## src/rtl/debounce_one_pulse.sv

```systemverilog
// Push-button conditioner: synchronizer, shift-chain debouncer and a press/long-hold FSM
// that emits a single-cycle press strobe and optional auto-repeat strobes while held.
module debounce_one_pulse #(
    parameter int DEPTH         = 4,
    parameter int HOLD_CYCLES   = 1000,
    parameter int REPEAT_CYCLES = 100,
    parameter int REPEAT_EN     = 0
) (
    input  logic clk,
    input  logic reset,
    input  logic pb_in,
    output logic pb_debounced,
    output logic pb_pulse,
    output logic pb_held
);

    localparam int CNT_MAX = (HOLD_CYCLES > REPEAT_CYCLES) ? HOLD_CYCLES : REPEAT_CYCLES;
    localparam int CNT_W   = $clog2(CNT_MAX);
    localparam logic [CNT_W-1:0] HOLD_LAST = CNT_W'(HOLD_CYCLES - 1);
    localparam logic [CNT_W-1:0] REP_LAST  = CNT_W'(REPEAT_CYCLES - 1);
    localparam logic [CNT_W-1:0] CNT_ONE   = CNT_W'(1);

    typedef enum logic [1:0] {
        IDLE,
        PRESS,
        LONG
    } state_t;

    logic             sync1;
    logic             sync2;
    logic [DEPTH-1:0] chain;
    state_t           state;
    logic [CNT_W-1:0] cnt;

    // Debounced level only moves once the whole chain agrees; mixed chains hold the old level.
    always_ff @(posedge clk) begin
        if (!reset) begin
            sync1        <= 1'b0;
            sync2        <= 1'b0;
            chain        <= '0;
            pb_debounced <= 1'b0;
        end else begin
            sync1 <= pb_in;
            sync2 <= sync1;
            chain <= {chain[DEPTH-2:0], sync2};
            if (&chain)
                pb_debounced <= 1'b1;
            else if (~|chain)
                pb_debounced <= 1'b0;
        end
    end

    // A low debounced level in PRESS/LONG always wins, so a release can never strobe.
    always_ff @(posedge clk) begin
        if (!reset) begin
            state    <= IDLE;
            cnt      <= '0;
            pb_pulse <= 1'b0;
            pb_held  <= 1'b0;
        end else begin
            pb_pulse <= 1'b0;
            case (state)
                IDLE: begin
                    pb_held <= 1'b0;
                    if (pb_debounced) begin
                        state    <= PRESS;
                        pb_pulse <= 1'b1;
                        cnt      <= '0;
                    end
                end
                PRESS: begin
                    if (!pb_debounced) begin
                        state   <= IDLE;
                        pb_held <= 1'b0;
                        cnt     <= '0;
                    end else if (cnt == HOLD_LAST) begin
                        state   <= LONG;
                        pb_held <= 1'b1;
                        cnt     <= '0;
                    end else begin
                        cnt <= cnt + CNT_ONE;
                    end
                end
                LONG: begin
                    if (!pb_debounced) begin
                        state   <= IDLE;
                        pb_held <= 1'b0;
                        cnt     <= '0;
                    end else if (REPEAT_EN != 0) begin
                        if (cnt == REP_LAST) begin
                            pb_pulse <= 1'b1;
                            cnt      <= '0;
                        end else begin
                            cnt <= cnt + CNT_ONE;
                        end
                    end else if (cnt != '1) begin
                        cnt <= cnt + CNT_ONE;
                    end
                end
                default: begin
                    state   <= IDLE;
                    pb_held <= 1'b0;
                    cnt     <= '0;
                end
            endcase
        end
    end

endmodule

```

## config.mk

```make
export PLATFORM = sky130hd
export DESIGN_NAME = debounce_one_pulse
export DESIGN_NICKNAME = d
export VERILOG_FILES = /design/src/rtl/debounce_one_pulse.sv
export SDC_FILE = /design/constraint.sdc
export NUM_CORES = 1
export LEC_CHECK = 0
export CAP_MARGIN = 20
export CORE_MARGIN = 2
export CORE_UTILIZATION = 57
export CTS_CLUSTER_SIZE = 14
export DETAILED_ROUTE_END_ITERATION = 12
export PLACE_DENSITY = 0.76
export REMOVE_ABC_BUFFERS = 1
export SLEW_MARGIN = 20
export SYNTH_ARGS = -nofsm -noshare
export SYNTH_HDL_FRONTEND = slang
export SYNTH_SLANG_ARGS = --single-unit
export TNS_END_PERCENT = 20
```

## constraint.sdc

```tcl
create_clock -name clk -period 2.4 [get_ports clk]
set_input_delay 0.36 -clock clk [delete_from_list [all_inputs] [get_ports clk]]
set_output_delay 0.36 -clock clk [all_outputs]
set_load 0.005 [all_outputs]
```

== After elaboration in Yosys (flattened, before gate mapping) ==
Cells that the tools add are included.
Word-level totals
  bits in registers: 21
  input port bits: 3
  output and inout bits: 3
  word-level logic and storage cells: 43
Operators by class
  $add $sub $neg: 1
  eq/ne operators: 9
  multiplexer cells: 18
  reductions and logical operators: 7
Operators with widths (count)
  2-to-1 mux 10 bit: 5
  case mux 10 bit (3 select lines): 1
  adder 10 x 1 -> 10 bit (second input constant): 1
  equality test 10 bit (second input constant): 1
  != test 10 bit (second input constant): 1
  2-to-1 mux 2 bit: 4
  2-to-1 mux 1 bit: 6
  != test 2 bit (second input constant): 3
  != test 3 bit (second input constant): 2
  case mux 2 bit (3 select lines): 1
  AND reduction 2 bit: 3
  AND reduction 4 bit: 1
  OR reduction 4 bit: 1
  AND reduction 3 bit: 1
  equality test 2 x 1 -> 1 bit (second input constant): 1
  equality test 2 bit (second input constant): 1
  logical NOT 2 bit: 1
  case mux 1 bit (2 select lines): 1

== Longest topological paths before layout ==
Gate-level depths: netlist of the first run.
  depth after elaboration: 4
  mapped depth: 7
  depth with buffers taken out: 6

== Worst setup path after synthesis of the first run ==
No wires, ideal clock.
  kind: reg2reg
  start: register state[0]
  end: register cnt[3]
  library setup time: 62 ps
  data arrival time: 1655 ps
  setup slack: 682 ps
  cell stages (with the launch flop): 7
  buffers on the path: 0
  period minus slack after synthesis: 1718 ps
  cells stage by stage: dfxtp_1 -> inv_1 -> ha_1 -> o2111ai_4 -> a31oi_4 -> or4b_1 -> nand3_1
On the way
  longest elaborated chain between the ends: 3
Ends and longest elaborated chain
  start: declaration: line 32  | state_t state;
  start signal: assignment: line 56  | state <= IDLE;
  start signal: assignment: line 66  | state <= PRESS;
  start signal: assignment: line 73  | state <= IDLE;
  equality test 2 bit or logical NOT 2 bit (tied branches): line 62  | case (state)
  != test 3 bit (no source line) or != test 2 bit (tied branches)
  AND reduction 2 bit (no source line)
  end signal: assignment: line 81  | cnt <= cnt + CNT_ONE;
  end signal: assignment: line 94  | cnt <= cnt + CNT_ONE;
  end signal: assignment: line 97  | cnt <= cnt + CNT_ONE;
  end: declaration: line 33  | logic [CNT_W-1:0] cnt;
Several ways; a longest one is shown, not always the timed one.
A chain may end at the register's enable or synchronous reset.

== Worst setup path in the final report of the first run ==
  start: register state[0]
  end: register cnt[4]
The elaborated chain is that of the path after synthesis.

==> results of run 1 <==
-- sequential cells by signal, summed over array words and instances (netlist names) --
| signal | cells |
|---|---|
| pb_pulse | 1 |
| cnt | 10 |
| pb_debounced | 1 |
| pb_held | 1 |
| sync1 | 1 |
| sync2 | 1 |
| chain | 4 |
| state | 2 |
-- worst min-delay path by stage --
stage / start / to / slack (ns)
5_1_grt: sync2$_SDFF_PN0_ / chain[0]$_SDFF_PN0_ / 0.48
3_3_place_gp: sync2$_SDFF_PN0_ / chain[0]$_SDFF_PN0_ / 0.42
3_5_place_dp: sync2$_SDFF_PN0_ / chain[0]$_SDFF_PN0_ / 0.43
2_1_floorplan: sync2$_SDFF_PN0_ / chain[0]$_SDFF_PN0_ / 0.41
6_report: sync2$_SDFF_PN0_ / chain[0]$_SDFF_PN0_ / 0.46
4_1_cts: sync2$_SDFF_PN0_ / chain[0]$_SDFF_PN0_ / 0.46
-- placed cells by master, fill, tap and decap left out, types with 2 or more instances in the layout --
master,Yosys,final
inv_1,3,3
o211ai_1,2,2
a21oi_1,4,4
buf_4,2,5
nor4_1,2,2
nand2_1,8,8
or3_1,3,3
clkbuf_4,0,3
clkdlybuf4s50_1,0,5
o31ai_1,4,4
o21ai_0,5,5
nand3_1,6,6
nor2b_1,2,2
and2_1,7,7
ha_1,4,4
dfxtp_1,21,21
nand4_1,3,3
or4_1,2,2
a2bb2oi_1,2,2
nor3_1,2,2
nor2_1,5,5
and3_1,4,4
-- cell type report --
class | count | area (sq um) | area share [%]
Tap cell | 25 | 31.28 | 2.533
Multi-Input combinational cell | 86 | 654.4 | 52.99
Inverter | 3 | 11.26 | 0.9119
Timing Repair Buffer | 10 | 87.58 | 7.092
Clock inverter | 1 | 7.507 | 0.6079
Clock buffer | 3 | 22.52 | 1.824
Sequential cell | 21 | 420.4 | 34.04
-- routing by layer --
metal  GRT usage, %  up-vias  wire length [um]
met3          3.333        7               191
met1          33.41      442              1002
li1               -      455                 -
met2          34.93       44              1017
met4          10.27        0                49
met5              0        -                 0
-- power groups by stage --
stage | Sequential [mW] | Clock, mW | Combinational [mW]
after floorplan | 0.359 | 0 | 0.00720
after global placement | 0.360 | 0 | 0.0155
after detailed placement | 0.360 | 0 | 0.0158
after CTS | 0.352 | 0.180 | 0.0158
after global routing | 0.352 | 0.196 | 0.0171
final | 0.352 | 0.177 | 0.0160
-- kinds of logic (layout without fill, tap and decap cells) --
| group | count (synthesis) | count (layout) | synth area share (%) |
|---|---|---|---|
| AND/OR/NAND/NOR | 54 | 54 | 31.91 |
| AO/OA/AOI/OAI | 28 | 28 | 22.55 |
| flip-flops | 21 | 21 | 37.88 |
| buffers and inverters | 7 | 17 | 3.155 |
| adder cells (fa/ha/maj) | 4 | 4 | 4.510 |
-- critical path, cell delays in order, from the launching register on --
cell	delay, ns
dfxtp_1	0.40
inv_1	0.09
ha_1	0.26
nand2b_1	0.38
nand3_1	0.18
buf_4	0.19
nor4_1	0.29
a2bb2oi_1	0.16
==> flow_summary.ini, run 1 <==
[outcome]
outcome = complete, no violations

[cells_and_area]
drive_gt1_share_pct = 14.52
final_core_util_pct = 69.26
fin_cells = 149
areaGrowthSynthToFinish_pct = 11.27
fill_cells = 141
final_area_sq_um = 1235
diodes = 0
final_nets = 132

[worst_setup_path]
critPathCapture = cnt[4]$_SDFFE_PN0P_
r2r_setup_slack_ns = 0.38
crit_required_ns = 2.64
worst-path-max-fanout = 10
reg2reg_depth = 7
arrival_ns = 2.26
r2r_start = state[0]$_SDFFE_PN0P_
crit_type = register to register
worst_setup_path_end_kind = register
startpoint = state[0]$_SDFFE_PN0P_
start_kind = register
r2r_end = cnt[4]$_SDFFE_PN0P_

[cts]
post-cts-setup-buffers = 0
cts_buffers = 3
clkLatencyLatePin_ns = 0.31
clkTransAtPathRegs_ns = 0.13
cts_tree = done
clock_sinks = 21
cts_resized = 0
clock_path_buffers = 2
cts_root_buf = clkbuf_4
hold_buffers = 0
htreeDepth = 1

[yosys]
avgSynthCellArea_sq_um = 9.735
synth_top_area_share_pct = 37.88
synthArstFlopShare_pct = 0
netlist_area_sq_um = 1110
ys_seq_elements = 21
yosysTopAreaCell = dfxtp_1
synthTopCellsByArea = dfxtp_1 38%, ha_1 4.5%, and2_1 3.9%, nand3_1 2.7%, nand2_1 2.7%
dominantRegCellSynth = dfxtp_1
ys_types = 43
synth_most_common_cell = dfxtp_1
yosysWarnings = 0
synth_edf_count = 0
synth_common_cells = 21 x dfxtp_1, 8 x nand2_1, 7 x and2_1
synth-seq-area-share_pct = 37.88
syn_inst = 114

[pwr]
p_leak_nw = 0.4997
p_per_area_nw_per_um2 = 441.2
p_clk_share_pct = 32.5
p_sw_share_pct = 22.54
power.share.sequential_pct = 64.6
intPower_mw = 0.4220
power_frac_comb_pct = 2.9
power_mw = 0.5448
irDropWorstVdd_uv = 361.5
p_sw_mw = 0.1228

[floorplanning]
dieHeight_um = 48.13
start_util_pct = 62.25
io_pins = 6
die_w_um = 48.13
dieArea_sq_um = 2316
num_rows = 15
core-area_sq_um = 1783

[global_routing]
grt_pass1_wl_mm = 3.739
grt_pass1_vias = 852
grt-ovfl-total = 0
grt_max_degree = 14
gr-usage-all-layers_pct = 23.36
antenna_found_initial = 0

[placement]
dp_hpwl_mm = 1.630
port-buffer-count = 5
dp.cells = 145
place_area_sq_um = 1205
dp_slack_ns = 0.3833
gp_congestion = 0.8507

[detailed_routing]
final_antenna_net_count = 0
wirelength_mm = 2.260
drc = 0
vias = 948
drtPass1Iterations = 4
wire_per_inst_um = 15.17
viasPerCell = 6.362
drtIter0Drc = 62

[min_path]
worstHoldPathCells = 1
hp-class = register to register

[sta]
drv_slew = 0
slew_headroom_pct = 62.73
fin_crit_ns = 2.024
fmax_mhz = 494.2
hold_violations = 0
skew_ns = 0.01560
tightest_slew_ns = 0.5572
whs_ns = 0.4556
tns_ns = 0
setup_ws_ns = 0.3765
setup_viol = 0
fin_crit_sh_pct = 84.31
rsz0062_at_grt = false

[run]
maxCapViolCount = 0
Power figures use the tool's default switching activity.
==> run 2, diff against run 1 <==
Clock period 2.4 ns to 2.1 ns, I/O delays scaled along.
==> run 2 against run 1 <==
Effect of this change:
- wire length up 1.6%
- setup slack got worse by 0.22 ns
- utilization increased by 1.3 points
- largest cell class unchanged
- design area up 1.8%
- clock skew fell by 0.012 ns
- critical path type unchanged
- clock power rose by 14%
==> flow_summary.ini, run 2 (synthesis gave the netlist of run 1 again) <==
[outcome]
outcome = complete, no violations

[cts]
cts_buffers = 3
hold_buffers = 0
htreeDepth = 1
cts_root_buf = clkbuf_4
post-cts-setup-buffers = 0
clock_sinks = 21
cts_resized = 0
cts_tree = done
clock_path_buffers = 2
clkTransAtPathRegs_ns = 0.12
clkLatencyLatePin_ns = 0.31

[cells_and_area]
largest_register_ffs = 10
largest_register = cnt
register_area_sq_um = 420.4
layout_common_cells = 21 x dfxtp_1, 8 x nand2_1, 8 x buf_4
drive_gt1_share_pct = 16.54
fill_cells = 147
areaGrowthSynthToFinish_pct = 13.30
layout_commonest_cell = dfxtp_1
top_regs = cnt x10, chain x4, state x2
diodes = 0
final_area_sq_um = 1257
final_nets = 135
multi_input_area_sq_um = 654.4

[min_path]
hp-class = register to register
worstHoldPathCells = 1
min_to = chain[0]$_SDFF_PN0_
hold_path_startpoint = sync2$_SDFF_PN0_

[global_routing]
antenna_found_initial = 0
grt_pass1_vias = 846
grt_max_degree = 14
grt-ovfl-total = 0
gr-usage-all-layers_pct = 24.39
grt_pass1_wl_mm = 3.877

[detailed_routing]
viasPerCell = 6.191
wire_per_inst_um = 15.11
final_antenna_net_count = 0
drtIter0Drc = 22
wirelength_mm = 2.296
topRoutingLayerUsed = met4
routed-wl-met3_um = 136
m1WireLength_mm = 1.071
drc = 0
drtPass1Iterations = 4
route.met2.wl_mm = 1.061
vias = 941

[sta]
fin_crit_ns = 1.939
setup_viol = 0
slew_headroom_pct = 77.55
skew_ns = 0.003310
fmax_mhz = 515.6
drv_slew = 0
fin_crit_sh_pct = 92.35
tightest_slew_ns = 0.3336
hold_violations = 0
tns_ns = 0
rsz0062_at_grt = false

[worst_setup_path]
r2r_setup_slack_ns = 0.16
r2r_end = cnt[9]$_SDFFE_PN0P_
worst-path-max-fanout = 7
crit_type = register to register
crit_required_ns = 2.35
worst_setup_path_end_kind = register
r2r_start = state[0]$_SDFFE_PN0P_
reg2reg_depth = 7
arrival_ns = 2.19
start_kind = register

[floorplanning]
die_w_um = 48.13
dieHeight_um = 48.13
num_rows = 15
io_pins = 6
start_util_pct = 62.25
dieArea_sq_um = 2316
core-area_sq_um = 1783

[placement]
dp_hpwl_mm = 1.739
port-buffer-count = 5
gp_congestion = 0.9382
place_area_sq_um = 1227

[pwr]
intPower_mw = 0.4835
power_frac_comb_pct = 3.2
p_sw_share_pct = 22.59
p_sw_mw = 0.1411
p_leak_nw = 0.5154
p_per_area_nw_per_um2 = 496.7
power.share.sequential_pct = 64.4
p_clk_share_pct = 32.4
irDropWorstVdd_uv = 625.8

[run]
maxCapViolCount = 0
[run 2: power by group through the flow]
stage | logic [mW] | clock network, mW | registers [mW]
6_report | 0.0202 | 0.202 | 0.402
3_3_place_gp | 0.0195 | 0 | 0.411
4_1_cts | 0.0203 | 0.208 | 0.402
5_1_grt | 0.0220 | 0.222 | 0.403
3_5_place_dp | 0.0202 | 0 | 0.411
2_1_floorplan | 0.00823 | 0 | 0.411
[run 2: how the worst max path moves through the flow]
stage | slack (ns) | depth (start not counted) | start | to
after floorplan | 0.30 | 6 | state[0]$_SDFFE_PN0P_ | cnt[6]$_SDFFE_PN0P_
after global placement | 0.22 | 5 | reset | cnt[3]$_SDFFE_PN0P_
after detailed placement | 0.18 | 7 | state[0]$_SDFFE_PN0P_ | cnt[9]$_SDFFE_PN0P_
after CTS | 0.16 | 7 | state[0]$_SDFFE_PN0P_ | cnt[9]$_SDFFE_PN0P_
after global routing | 0.05 | 7 | state[0]$_SDFFE_PN0P_ | cnt[9]$_SDFFE_PN0P_
final | 0.16 | 7 | state[0]$_SDFFE_PN0P_ | cnt[9]$_SDFFE_PN0P_
[run 2: critical path: stages (launching register included)]
cell     delay, ns
dfxtp_1       0.40
inv_1         0.08
ha_1          0.32
nand4_2       0.19
nor3_2        0.07
buf_4         0.16
or4_1         0.49
a21oi_1       0.16
[run 2: per-stage QoR]
step | util [%] | power, mW | cells | worst slack [ns] | hold slack (ns)
6_report | 70.53 | 0.6246 | 152 | 0.1606 | 0.4511
2_1_floorplan | - | 0.4189 | 110 | 0.2982 | 0.4118
4_1_cts | 70.53 | 0.6310 | 152 | 0.1593 | 0.4586
3_5_place_dp | 68.84 | 0.4314 | 148 | 0.1835 | 0.4285
5_1_grt | 70.53 | 0.6472 | 152 | 0.05248 | 0.4807
3_3_place_gp | 68.84 | 0.4305 | 148 | 0.2177 | 0.4210
[run 2: area by class of cell]
class	count	share of cell area, %
well taps	25	2.488
clock buffers	3	1.791
multi-input cells	86	52.04
flip-flops and latches	21	33.43
inverters	3	0.8955
clock inverters	1	0.5970
repair buffers	13	8.756
[run 2: per-layer routing]
metal | global-route usage, % | vias up
met4 | 5.946 | 0
met2 | 38.13 | 29
met1 | 32.65 | 442
li1 | - | 466
met3 | 8.148 | 4
met5 | 0 | -
